File: src/rtl/join_shift_jump_pkg.sv
// Shared MIPS address-formation constants and types.
package mips_pkg;
    localparam int JUMP_FIELD_W = 28;
    localparam int JUMP_INDEX_W = 26;
    localparam int REGION_W     = 4;
    localparam int ADDR_W       = 32;

    typedef logic [ADDR_W-1:0] addr_t;
endpackage

File: src/rtl/join_shift_jump_if.sv
// Jump-target request/result bundle between decoder side and PC-select side.
interface join_shift_jump_if;
    import mips_pkg::*;

    logic                    in_valid;
    logic                    shift_en;
    logic [JUMP_FIELD_W-1:0] in1;
    logic [REGION_W-1:0]     in2;
    addr_t                   out;
    logic                    out_valid;
    logic                    misaligned;

    // Producer of the jump field, consumer of the target.
    modport master (
        output in_valid, shift_en, in1, in2,
        input  out, out_valid, misaligned
    );

    // The target former itself.
    modport slave (
        input  in_valid, shift_en, in1, in2,
        output out, out_valid, misaligned
    );
endinterface

File: src/rtl/join_shift_jump_comb.sv
// Combinational pseudo-direct target: {region, low28}, plus alignment flag.
module jump_target_comb
    import mips_pkg::*;
#(
    parameter int REGION_W = mips_pkg::REGION_W
) (
    input  logic                             i_shift_en,
    input  logic [JUMP_FIELD_W-1:0]          i_in1,
    input  logic [REGION_W-1:0]              i_in2,
    output logic [REGION_W+JUMP_FIELD_W-1:0] o_target,
    output logic                             o_mis
);
    logic [JUMP_FIELD_W-1:0] w_low;

    // Word index mode drops in1[27:26] and scales by 4; byte mode passes through.
    // A misaligned byte offset is only flagged, the target is left as given.
    always_comb begin
        w_low    = i_shift_en ? {i_in1[JUMP_INDEX_W-1:0], 2'b00} : i_in1;
        o_target = {i_in2, w_low};
        o_mis    = ~i_shift_en & (i_in1[1:0] != 2'b00);
    end
endmodule

File: src/rtl/join_shift_jump.sv
// Jump-target former with optional one-cycle output register.
module join_shift_jump
    import mips_pkg::*;
#(
    parameter bit REGISTERED = 1'b1,
    parameter int REGION_W   = mips_pkg::REGION_W
) (
    input  logic              clk,
    input  logic              rst_n,
    join_shift_jump_if.slave  bus
);
    addr_t               w_target;
    logic                w_mis;
    logic [REGION_W-1:0] w_region;

    assign w_region = bus.in2;

    jump_target_comb #(.REGION_W(REGION_W)) u_comb (
        .i_shift_en (bus.shift_en),
        .i_in1      (bus.in1),
        .i_in2      (w_region),
        .o_target   (w_target),
        .o_mis      (w_mis)
    );

    if (REGISTERED) begin : g_reg
        addr_t r_out;
        logic  r_out_valid;
        logic  r_mis;

        // Capture only on valid so X on idle inputs never reaches the outputs.
        always_ff @(posedge clk or negedge rst_n) begin
            if (!rst_n) begin
                r_out       <= '0;
                r_out_valid <= 1'b0;
                r_mis       <= 1'b0;
            end else begin
                r_out_valid <= bus.in_valid;
                if (bus.in_valid) begin
                    r_out <= w_target;
                    r_mis <= w_mis;
                end
            end
        end

        assign bus.out        = r_out;
        assign bus.out_valid  = r_out_valid;
        assign bus.misaligned = r_mis;
    end else begin : g_comb
        // Clock and reset have no role on the pure combinational path.
        logic w_unused;
        assign w_unused = clk ^ rst_n;

        assign bus.out        = w_target;
        assign bus.out_valid  = bus.in_valid;
        assign bus.misaligned = w_mis;
    end
endmodule

File: src/flat_wrapper.sv
// flat-port wrapper written by rule: the top's interface ports become plain ports
module join_shift_jump_flat import mips_pkg::*;
#(
    parameter bit REGISTERED = 1'b1,
    parameter int REGION_W   = mips_pkg::REGION_W
)
  (clk, rst_n, bus_in_valid, bus_shift_en, bus_in1, bus_in2, bus_out, bus_out_valid, bus_misaligned);
  join_shift_jump_if bus_i ();
  input  logic clk;
  input  logic rst_n;
  input wire logic [$bits(bus_i.in_valid)-1:0] bus_in_valid;
  input wire logic [$bits(bus_i.shift_en)-1:0] bus_shift_en;
  input wire logic [$bits(bus_i.in1)-1:0] bus_in1;
  input wire logic [$bits(bus_i.in2)-1:0] bus_in2;
  output wire logic [$bits(bus_i.out)-1:0] bus_out;
  output wire logic [$bits(bus_i.out_valid)-1:0] bus_out_valid;
  output wire logic [$bits(bus_i.misaligned)-1:0] bus_misaligned;
  assign bus_i.in_valid = bus_in_valid;
  assign bus_i.shift_en = bus_shift_en;
  assign bus_i.in1 = bus_in1;
  assign bus_i.in2 = bus_in2;
  assign bus_out = bus_i.out;
  assign bus_out_valid = bus_i.out_valid;
  assign bus_misaligned = bus_i.misaligned;
  join_shift_jump #(.REGISTERED(REGISTERED), .REGION_W(REGION_W)) u_core (.clk(clk), .rst_n(rst_n), .bus(bus_i));
endmodule
File: config.mk
export PLATFORM = sky130hd
export DESIGN_NAME = join_shift_jump_flat
export DESIGN_NICKNAME = d
export VERILOG_FILES = /design/src/rtl/join_shift_jump_pkg.sv /design/src/rtl/join_shift_jump_if.sv /design/src/rtl/join_shift_jump_comb.sv /design/src/rtl/join_shift_jump.sv /design/src/flat_wrapper.sv
export SDC_FILE = /design/constraint.sdc
export NUM_CORES = 1
export LEC_CHECK = 0
export CAP_MARGIN = 20
export CORE_MARGIN = 3
export CORE_UTILIZATION = 39
export CTS_CLUSTER_SIZE = 25
export DETAILED_ROUTE_END_ITERATION = 6
export PLACE_DENSITY = 0.74
export SETUP_SLACK_MARGIN = 0.05
export SYNTH_ARGS = -nofsm -noshare
export SYNTH_HDL_FRONTEND = slang
export SYNTH_HIERARCHICAL = 1
export SYNTH_SLANG_ARGS = --single-unit
File: constraint.sdc
create_clock -name clk -period 0.8 [get_ports clk]
set_input_delay 0.2 -clock clk [delete_from_list [all_inputs] [get_ports clk]]
set_output_delay 0.2 -clock clk [all_outputs]
set_load 0.03 [all_outputs]
# ---- Yosys cells after proc, flatten, opt, wreduce, memory -nomap -nowiden
# Index checks and enable logic that the tools add are counted.
dict set report classes {
  muxes 1
  bitwise_logic 2
  reduce_logical 1
}
# op count
set op_table {}
lappend op_table {{$mux 28} 1}
lappend op_table {{$reduce_bool 2->1} 1}
lappend op_table {{$and 1x1->1} 1}
lappend op_table {{$not 1->1} 1}
dict set report totals {
  in_bits 36
  out_inout_bits 34
  wordCells 7
  regBits 34
}

# ---- Logic depth before layout (Yosys ltp)
# Gate-level depths: netlist of the first run.
dict set report logic_depth {
  depth_word 2
  mapped_depth 4
  mapped_depth_nobuf 2
}

# ---- By module
# Netlist of the first run, hierarchy kept.
# mod seq_area_each_um2 instances area_each_um2 cells_per_inst
set by_module_without_submodules {}
lappend by_module_without_submodules {join_shift_jump 850.8 1 1406.3 71}
lappend by_module_without_submodules {jump_target_comb 0.0 1 401.6 36}

# ---- Worst setup path before layout of the first run
# No wires, ideal clock.
dict set report synth_timing {
  path_kind {input to register}
  start {input bus_shift_en}
  end {register u_core.g_reg.r_out[19], in the netlist u_core/bus.out[19]}
  path_slack_ns -0.331
  arrival_time_ns 1.006
  stages 4
  setup_ns 0.125
  n_path_buf 2
  required_time_ns 0.675
  path_cell_list {buf_6 -> buf_6 -> mux2_4 -> mux2_4}
}
dict set report synth_via {
  elab_chain_len 1
}
# item line_no
set synth_rtl {}
lappend synth_rtl {{start: declaration} flat_wrapper.sv:12} ;# input wire logic [$bits(bus_i.shift_en)-1:0] bus_shift_en;
lappend synth_rtl {{$mux 28} join_shift_jump_comb.sv:18} ;# w_low = i_shift_en ? {i_in1[JUMP_INDEX_W-1:0], 2'b00} : i_in1;
lappend synth_rtl {{net u_core.w_target[19]} join_shift_jump.sv:12} ;# addr_t w_target;
lappend synth_rtl {{end signal: assignment} join_shift_jump.sv:40} ;# r_out <= w_target;
lappend synth_rtl {{end: declaration} join_shift_jump.sv:27} ;# addr_t r_out;
# The timed path passes the listed nets, and every way through them passes these cells.
# A chain may end at the register's enable or synchronous reset.

# ---- Worst setup path after layout of the first run
dict set report layout_timing {
  start {register u_core.g_reg.r_out[30], in the netlist u_core/bus.out[30]}
  end {output bus_out[30]}
}
# item line_no
set layout_lines {}
lappend layout_lines {{end: declaration} flat_wrapper.sv:15} ;# output wire logic [$bits(bus_i.out)-1:0] bus_out;
# No word-level cell between the ends.

==> impl_metrics.tcl, run 1 <==
set metrics [dict create \
    yosysSeqAreaShare_pct 47.1 \
    std_cell_rows 24 \
    synthCells 107 \
    yosysWarnings 6 \
    grt_pass1_wl_um 6870 \
    io_pins 70 \
    dp_hpwl_um 2780 \
    mostFrequentLayoutCells "54 x mux2_4, 41 x buf_6, 28 x dfrtp_1, 27 x dlygate4sd2_1, 11 x buf_4" \
    post_drt_wl_per_cell_um 17.0 \
    num_antenna_cells 0 \
    coreArea_sq_um 4410 \
    fin_ws_ns -0.241 \
    cts_root_buffer "clkbuf_8" \
    gp_congestion 0.690 \
    synthTopCellsByArea "dfrtp_1 47%, mux2_4 31%, mux2_2 14%" \
    min_path_cells 2 \
    clockBufferDepth 2 \
    rsz0062_at_grt "yes" \
    cts.clk_slew.worst_paths_ns 0.07 \
    layout_commonest_cell "mux2_4" \
    vias 1210 \
    synth.avg_cell_area_sq_um 16.9 \
    synth_top_area_share_pct 47.1 \
    start_util_pct 41.0 \
    finClkSkew_ns 0 \
    fin_cells 255 \
    switching_share_pct 27.8 \
    cp_num_buf_inv 1 \
    nNetsFinal 238 \
    cp_slowest_cell "dfrtp_2" \
    max_freq_ghz 0.961 \
    hold_slack_ns 0.306 \
    finalPower_mw 5.71 \
    dr.pass1.iters 4 \
    outcome "complete, but fails checks" \
    syn2layout_area_growth_pct 68.8 \
    post-route-util_pct 69.1 \
    ir_worst_vdd_uv 1010 \
    max-slew-margin-rel_pct 87.3 \
    grt_max_degree 35 \
    numCtsBuffers 5 \
    synthDistinctLibCells 8 \
    htreeDepth 2 \
    drc 0 \
    maxSlewViolCount 0 \
    maxCapViolations 0 \
    dieWidth_um 74.1 \
    crit_path_max_incr_delay_ns 0.42 \
    p_sw_mw 1.59 \
    reg2reg_depth 2 \
    p_seq_share_pct 36.7 \
    hp-class "primary input to flip-flop" \
    yosysTopAreaCell "dfrtp_1" \
    vias_per_cell 4.75 \
    tritoncts "built" \
    p_per_area_nw_per_um2 1870 \
    path_max_fanout 2 \
    grt_pass1_vias 1399 \
    finalCriticalPeriod_ns 1.04 \
    path_cells "buf_6" \
    synth_area_sq_um 1810 \
    overflow 0 \
    worstMarginPinSlew_ns 0.191 \
    cp.required_ns 0.60 \
    path_class "flip-flop to output pin" \
    combinationalPowerShare_pct 35.0 \
    numPortBuffers 69 \
    worstSetupStartpointType "flip-flop" \
    dieArea_sq_um 5490 \
    p_leak_nw 1.52 \
    finalHoldViolCount 0 \
    synth_nets 143 \
    violations "negative setup slack" \
    setup_tns_ns -10.92 \
    dpl.cell_count 223 \
    antenna_left 0 \
    cts_sinks 34 \
    finalSetupViolations 63 \
    worstPathArrival_ns 0.84 \
    antenna_found_initial 0 \
    clk_latency_ns 0.28 \
    internal_power_mw 4.12 \
    die_h_um 74.1 \
    timing.final.crit_share_pct 130 \
    critPathCaptureType "output pin" \
    drt_first_iter_violations 48 \
    grt_usage_pct 16.7 \
    clkPwrFrac_pct 28.3 \
    path_delay_family "flip-flops" \
    ys_seq_elements 34 \
    post_route_cells_drive_above_1_share_pct 68.5 \
    wl_um 4330 \
    fill_cells 311 \
    cp.depth 1 \
]
==> cell usage after synthesis <==
cell / count
dfrtp_1: 34
buf_4: 5
nor2b_1: 2
mux2_2: 22
mux2_4: 37
o21ba_2: 1
buf_12: 3
buf_6: 3
==> power groups by stage <==
stage / clock (mW) / combinational, mW / sequential, mW
2_1_floorplan: 0 / 0.614 / 2.47
3_3_place_gp: 0 / 1.59 / 2.07
3_5_place_dp: 0 / 1.61 / 2.08
4_1_cts: 1.67 / 1.95 / 2.09
5_1_grt: 1.76 / 2.10 / 2.12
6_report: 1.62 / 2.00 / 2.09
==> final cells by class <==
class | instances | area [sq um] | share of cell area [%]
Clock buffer | 7 | 86.3 | 2.83
Clock inverter | 1 | 30.0 | 0.984
Multi-Input combinational cell | 62 | 896 | 29.4
Sequential cell | 34 | 858 | 28.1
Tap cell | 52 | 65.1 | 2.13
Timing Repair Buffer | 99 | 1120 | 36.6
==> flip-flops by register name (all words and copies together), names as in the netlist <==
register / count
u_core/bus.out_valid: 1
u_core/bus.misaligned: 1
u_core/bus.out: 32
==> layer usage <==
layer	track usage, %	share of wire (%)
met5	0	0
met4	5.43	0.32
met3	4.19	5.9
met2	29.5	54
met1	19.8	40
==> cells by family after synthesis <==
| family | synth area share (%) |
|---|---|
| mux | 44.4 |
| flops | 47.1 |
| buf+inv | 7.27 |
| simple gates | 0.692 |
| compound gates | 0.554 |
==> through the flow <==
stage	cell area, sq um	worst slack (ns)
6_report	3050	-0.241
5_1_grt	3050	-0.274
4_1_cts	3000	-0.255
3_5_place_dp	2470	-0.507
3_3_place_gp	2470	-0.501
2_1_floorplan	1890	-0.307
==> worst paths after layout <==
| path | end | slack, ns | start |
|---|---|---|---|
| setup / recovery | bus_out[30] | -0.24 | u_core/bus.out[30] |
| hold / removal | u_core/bus.out_valid | 0.31 | bus_in_valid |
| setup reg to reg | u_core/bus.out[7] | -0.13 | u_core/bus.out[7] |
| hold reg to reg | u_core/bus.out[28] | 0.53 | u_core/bus.out[28] |
| max in group asynchronous | u_core/bus.out[28] | 0.19 | rst_n |
| min in group asynchronous | u_core/bus.out[29] | 0.41 | rst_n |
==> worst register-to-register path: cells and delay by family, from the launching register on <==
family                 cells  cell delay [ns]
muxes                      1             0.27
buffers and inverters      1             0.15
DFF                        1             0.41
==> repair_timing <==
item                       CTS  global route
setup buffers               15             6
gates resized for setup     79             9
gates cloned                 4             0
setup endpoints to repair   67            67
hold endpoints to repair    34             0
hold buffers                 1             0
Note: power is estimated with default switching activity, not from simulation.
==> run 2: changes to the inputs <==
--- a/config.mk
+++ b/config.mk
@@ -5,12 +5,13 @@
 export SDC_FILE = /design/constraint.sdc
 export NUM_CORES = 1
 export LEC_CHECK = 0
+export ABC_AREA = 1
 export CAP_MARGIN = 20
 export CORE_MARGIN = 3
 export CORE_UTILIZATION = 39
 export CTS_CLUSTER_SIZE = 25
 export DETAILED_ROUTE_END_ITERATION = 6
-export PLACE_DENSITY = 0.74
+export PLACE_DENSITY = 0.75
 export SETUP_SLACK_MARGIN = 0.05
 export SYNTH_ARGS = -nofsm -noshare
 export SYNTH_HDL_FRONTEND = slang
==> impl_metrics.tcl, run 2 <==
set metrics [dict create \
    outcome "complete, but fails checks" \
    violations "negative setup slack" \
    yosysTopAreaCell "dfrtp_1" \
    ys_seq_elements 34 \
    dieArea_sq_um 5310 \
    cts_root_buffer "clkbuf_8" \
    synthCells 234 \
    p_per_area_nw_per_um2 1920 \
    met3_usage_pct 5.10 \
    finalPower_mw 5.66 \
    post_drt_wl_per_cell_um 12.2 \
    max_freq_ghz 0.951 \
    nNetsFinal 364 \
    grt_usage_pct 17.8 \
    finalSetupViolations 35 \
    die_h_um 72.9 \
    hp-class "primary input to flip-flop" \
    yosysSeqAreaShare_pct 48.8 \
    std_cell_rows 23 \
    path_cells "buf_6" \
    io_pins 70 \
    ir_worst_vdd_uv 1210 \
    synth_area_sq_um 1740 \
    grt_use_met2_pct 29.5 \
    synthArstFlopShare_pct 100 \
    finalCriticalPeriod_ns 1.05 \
    yosys-top-cells-count "168 x nand2_1, 34 x dfrtp_1, 12 x nand2_2" \
    maxCapViolations 0 \
    synth_top_flop_cell "dfrtp_1" \
    finalHoldViolCount 0 \
    cts_sinks 34 \
    antenna_left 0 \
    vias_per_cell 4.57 \
    layout_commonest_cell "nand2_1" \
    coreArea_sq_um 4140 \
    vias 1731 \
    drc 0 \
    dr.pass1.iters 4 \
    clockBufferDepth 2 \
    grt_pass1_wl_um 7290 \
    busiest_layer "met2" \
    tritoncts "built" \
    worstPathArrival_ns 0.85 \
    dpl.cell_count 343 \
    yosysMostFrequentCell "nand2_1" \
    numCtsBuffers 5 \
    path_class "flip-flop to output pin" \
    syn2layout_area_growth_pct 69.5 \
    yosysWarnings 6 \
    dieWidth_um 72.9 \
    synthTopCellsByArea "dfrtp_1 49%, nand2_1 36%, nand2_2 4.3%" \
    htreeDepth 2 \
    critPathCaptureType "output pin" \
    worstMarginPinSlew_ns 0.193 \
    start_util_pct 42.1 \
    synthDistinctLibCells 8 \
    cp_slowest_cell "dfrtp_1" \
    maxSlewViolCount 0 \
    drt_first_iter_violations 134 \
    rsz0062_at_grt "yes" \
    finClkSkew_ns 0 \
    max-slew-margin-rel_pct 87.1 \
    synth.avg_cell_area_sq_um 7.45 \
    crit_path_max_incr_delay_ns 0.41 \
    grt_max_degree 35 \
    numPortBuffers 69 \
    grt_util_met1_pct 22.2 \
    synth_nets 270 \
    gp_congestion 0.794 \
    mostFrequentLayoutCells "156 x nand2_1, 44 x buf_6, 34 x dfrtp_1, 26 x clkdlybuf4s50_1, 23 x nand2_2" \
    timing.final.crit_share_pct 131 \
    cp_num_buf_inv 1 \
    dp_hpwl_um 2920 \
    synth_top_area_share_pct 48.8 \
    path_delay_family "flip-flops" \
    cp.required_ns 0.60 \
    grt_pass1_vias 1626 \
    wl_um 4620 \
    largest_reg_flops 32 \
    worstSetupStartpointType "flip-flop" \
    cts.clk_slew.worst_paths_ns 0.07 \
    clk_latency_ns 0.28 \
    overflow 0 \
    post_route_cells_drive_above_1_share_pct 31.3 \
    fin_cells 379 \
    path_max_fanout 2 \
    num_antenna_cells 0 \
    fill_cells 342 \
    p_leak_nw 1.67 \
    fin_ws_ns -0.251 \
    synth_edf_count 0 \
    antenna_found_initial 0 \
]
## run 2: changes by cell type after synthesis, sizes merged
cell / before / now
buf: 11 / 16
inv: 0 / 4
mux2: 59 / 0
nand2: 0 / 180
nor2b: 2 / 0
o21ba: 1 / 0
## run 2: cell families after synthesis
| logic type | synth area share, % |
|---|---|
| DFF | 48.8 |
| and+or+nand+nor | 40.5 |
| buffers and inverters | 10.8 |
## run 2: area by class of cell
| cell class | count | area (sq um) | area share (%) |
|---|---|---|---|
| Clock inverter | 2 | 60.1 | 2.03 |
| Tap cell | 50 | 62.6 | 2.12 |
| Multi-Input combinational cell | 180 | 741 | 25.1 |
| Clock buffer | 6 | 82.6 | 2.79 |
| Inverter | 4 | 40.0 | 1.35 |
| Timing Repair Buffer | 103 | 1120 | 37.9 |
| Sequential cell | 34 | 851 | 28.8 |
## run 2: per-layer routing
metal	vias up	part of all wire (%)
li1	873	-
met1	803	43
met2	46	50
met3	9	5.3
met4	0	1.8
met5	-	0
## run 2: timing repair
| item | CTS | global route |
|---|---|---|
| gates resized for setup | 40 | 29 |
| setup endpoints to repair | 67 | 55 |
| hold buffers | 1 | 0 |
| hold endpoints to repair | 34 | 0 |
| pin swaps | 0 | 6 |
| buffers inserted | 20 | 9 |
## run 2: power breakdown
part           switching [mW]  internal, mW
sequential              0.135          1.89
clock                   0.633          1.33
combinational           0.833         0.844
total                    1.60          4.06
## run 2: per-stage QoR
step	cell area (sq um)	setup TNS [ns]	setup slack [ns]	hold WS [ns]	util [%]
2_1_floorplan	1760	0	0.0376	-0.0956	-
3_3_place_gp	2360	-15.43	-0.485	0.172	56.9
3_5_place_dp	2360	-16.02	-0.511	0.172	56.9
4_1_cts	2820	-8.02	-0.253	0.389	68.1
5_1_grt	2960	-8.96	-0.299	0.295	71.3
6_report	2960	-7.73	-0.251	0.263	71.3
## run 2: worst paths after layout
path,startpoint,to,slack (ns),depth (start not counted)
hold / removal,bus_in1[26],u_core/bus.out[26],0.26,5
setup / recovery,u_core/bus.out[2],bus_out[2],-0.25,1
max in group asynchronous,rst_n,u_core/bus.out[12],0.22,3
setup reg to reg,u_core/bus.out[2],u_core/bus.out[2],-0.06,4
min in group asynchronous,rst_n,u_core/bus.out[0],0.40,3
hold reg to reg,u_core/bus.out[22],u_core/bus.out[22],0.49,2
==> RTL change: new RTL, settings of run 1 <==
Make the reset (`rst_n`) synchronous in one clocked block.
--- a/src/rtl/join_shift_jump.sv
+++ b/src/rtl/join_shift_jump.sv
@@ -29,7 +29,7 @@
         logic  r_mis;
 
         // Capture only on valid so X on idle inputs never reaches the outputs.
-        always_ff @(posedge clk or negedge rst_n) begin
+        always_ff @(posedge clk) begin
             if (!rst_n) begin
                 r_out       <= '0;
                 r_out_valid <= 1'b0;
Formal check against the unedited RTL: differs if rst_n is asserted again (counterexample within 4 cycles, from zero or initial values and one cycle with rst_n low); with rst_n held inactive, the same outputs for 10 cycles.
==> RTL change against run 1 <==
The flow still finishes with violations (setup timing); wire length up 3.0%; power is 22% lower; count of clock-buffer cells in the layout unchanged; area after synthesis shrank 5.5%; worst hold slack improved by 31 ps; sequential power decreased by 9%; global-route usage increased by 1.3 points; critical endpoint is now bus_out[19]; setup slack improved by 77 ps; highest routed layer unchanged; cell area down 8.0%; sequential cell count unchanged; via count is 7.2% higher.
==> RTL change: results (changes against run 1) <==
• **minimum setup slack after placement** -828 ps, -321 ps
• **worst relative slew slack** 88.5%, +1.2 points
• **Worst Hold Slack** 337 ps, +31.3 ps
• **Setup crit start** u_core/bus.out[19]$_SDFFE_PN0P_
• **Avg WL per Cell** 16.5 um, -3.1%
• **CP Data Arrival Time** 760 ps, -80 ps
• **distinct cell type count of the synthesized netlist** 11, +3
• **post-placement cell count** 254, +14%
• **outcome** complete, but fails checks
• **FILL cells** 315, +1.3%
• **post-detailed-placement cell area** 0.00236 mm^2, -4.7%
• **aggregate global-route resource usage** 18.0%, +1.3 points
• **Critical Path End** bus_out[19]
• **routability cong.** 0.742, +7.6%
• **leak pwr** 1.34 nW, -12%
• **delay of the slowest cell on the worst path** 350 ps, -70 ps
• **Final HPWL DP** 2840 um, +2.1%
• **Max rail drop VDD** 1080 uV, +6.7%
• **number of violations reported at the end of detailed-routing iteration 0** 21, -56%
• **reg-to-reg setup timing slack** 40 ps, +170 ps
• **share of layout cells above drive strength 1** 54.3%, -14 points
• **cell at the slowest stage of the critical path** sky130_fd_sc_hd__dfxtp_2
• **setup slack of the critical path after layout** -164 ps, +77.2 ps
• **most instantiated flip-flop cell in the synthesis netlist** sky130_fd_sc_hd__dfxtp_1
• **Hold WC Path Type** input port to register
• **routed vias/inst** 4.79, +0.86%
• **area of the multi-input gates** 966 um^2, +7.8%
• **number of antenna violations at the first check in global routing** 0, unchanged
• **post-route insts no fill** 271, +6.3%
• **number of nets in the final layout** 256, +7.6%
• **Synthesized Nets** 180, +26%
• **global-route wire length before repair** 7220 um, +5.0%
• **top cells by instance count after synthesis** sky130_fd_sc_hd__nor2b_1, sky130_fd_sc_hd__dfxtp_1, sky130_fd_sc_hd__mux2i_1
• **final setup TNS** -5000 ps, +5920 ps
• **biggest area contributors in the synthesized netlist** sky130_fd_sc_hd__dfxtp_1, sky130_fd_sc_hd__mux2i_1, sky130_fd_sc_hd__nor2b_1
• **number of cells traversed by the worst register-to-register path** 3, +1
• **vias in the first global route** 1428, +2.1%
• **final count of negative-setup-slack endpoints** 39, -38%
• **Worst R2R End** u_core/bus.out[17]$_SDFFE_PN0P_
• **Async S/R FF share, synth** 0%, -100 points
• **Cells after Synth** 144, +35%
• **violations in the final reports** setup timing
• **r2r startpoint** u_core/bus.out[17]$_SDFFE_PN0P_
RTL change: repair_timing:
action,CTS,global route
endpoints found under the hold margin,0,0
buffers inserted,5,0
endpoints found under the setup margin,66,63
gates cloned,5,0
resized for setup,122,4
RTL change: routing by layer:
metal / part of all wire [%] / vias to the layer above / global-route usage [%]
met5: 0 / - / 0
met4: 0.65 / 0 / 5.01
met3: 5.3 / 2 / 4.99
met2: 55 / 39 / 33.2
met1: 39 / 617 / 20.2
li1: - / 639 / -
RTL change: how the worst min path moves through the flow:
stage | end | depth (start not counted) | start
3_3_place_gp | u_core/bus.out[31]$_SDFFE_PN0P_ | 2 | u_core/bus.out[31]$_SDFFE_PN0P_
3_5_place_dp | u_core/bus.out[28]$_SDFFE_PN0P_ | 2 | u_core/bus.out[28]$_SDFFE_PN0P_
6_report | u_core/bus.out[29]$_SDFFE_PN0P_ | 2 | rst_n
4_1_cts | u_core/bus.out[29]$_SDFFE_PN0P_ | 2 | rst_n
2_1_floorplan | u_core/bus.out[29]$_SDFFE_PN0P_ | 1 | rst_n
5_1_grt | u_core/bus.out[29]$_SDFFE_PN0P_ | 2 | rst_n
RTL change: logic make-up (layout without fill, tap and decap cells):
family          after synthesis  after routing  share of synthesized area, %
simple gates                 36             36                          13.2
flops                        34             34                          39.9
mux                          59             59                          38.0
compound gates                1              1                         0.586
buf+inv                      14             91                          8.35
RTL change: where the power goes:
group	switching, W	internal, W
sequential	0.0000812	0.00183
clock	0.000604	0.000694
combinational	0.000544	0.000725
RTL change: area by class of cell:
type	instances	area share, %
repair buffers	83	34.3
well taps	50	2.23
multi-input cells	96	34.4
clock buffers	7	3.08
flip-flops and latches	34	25.8
clock inverters	1	0.178
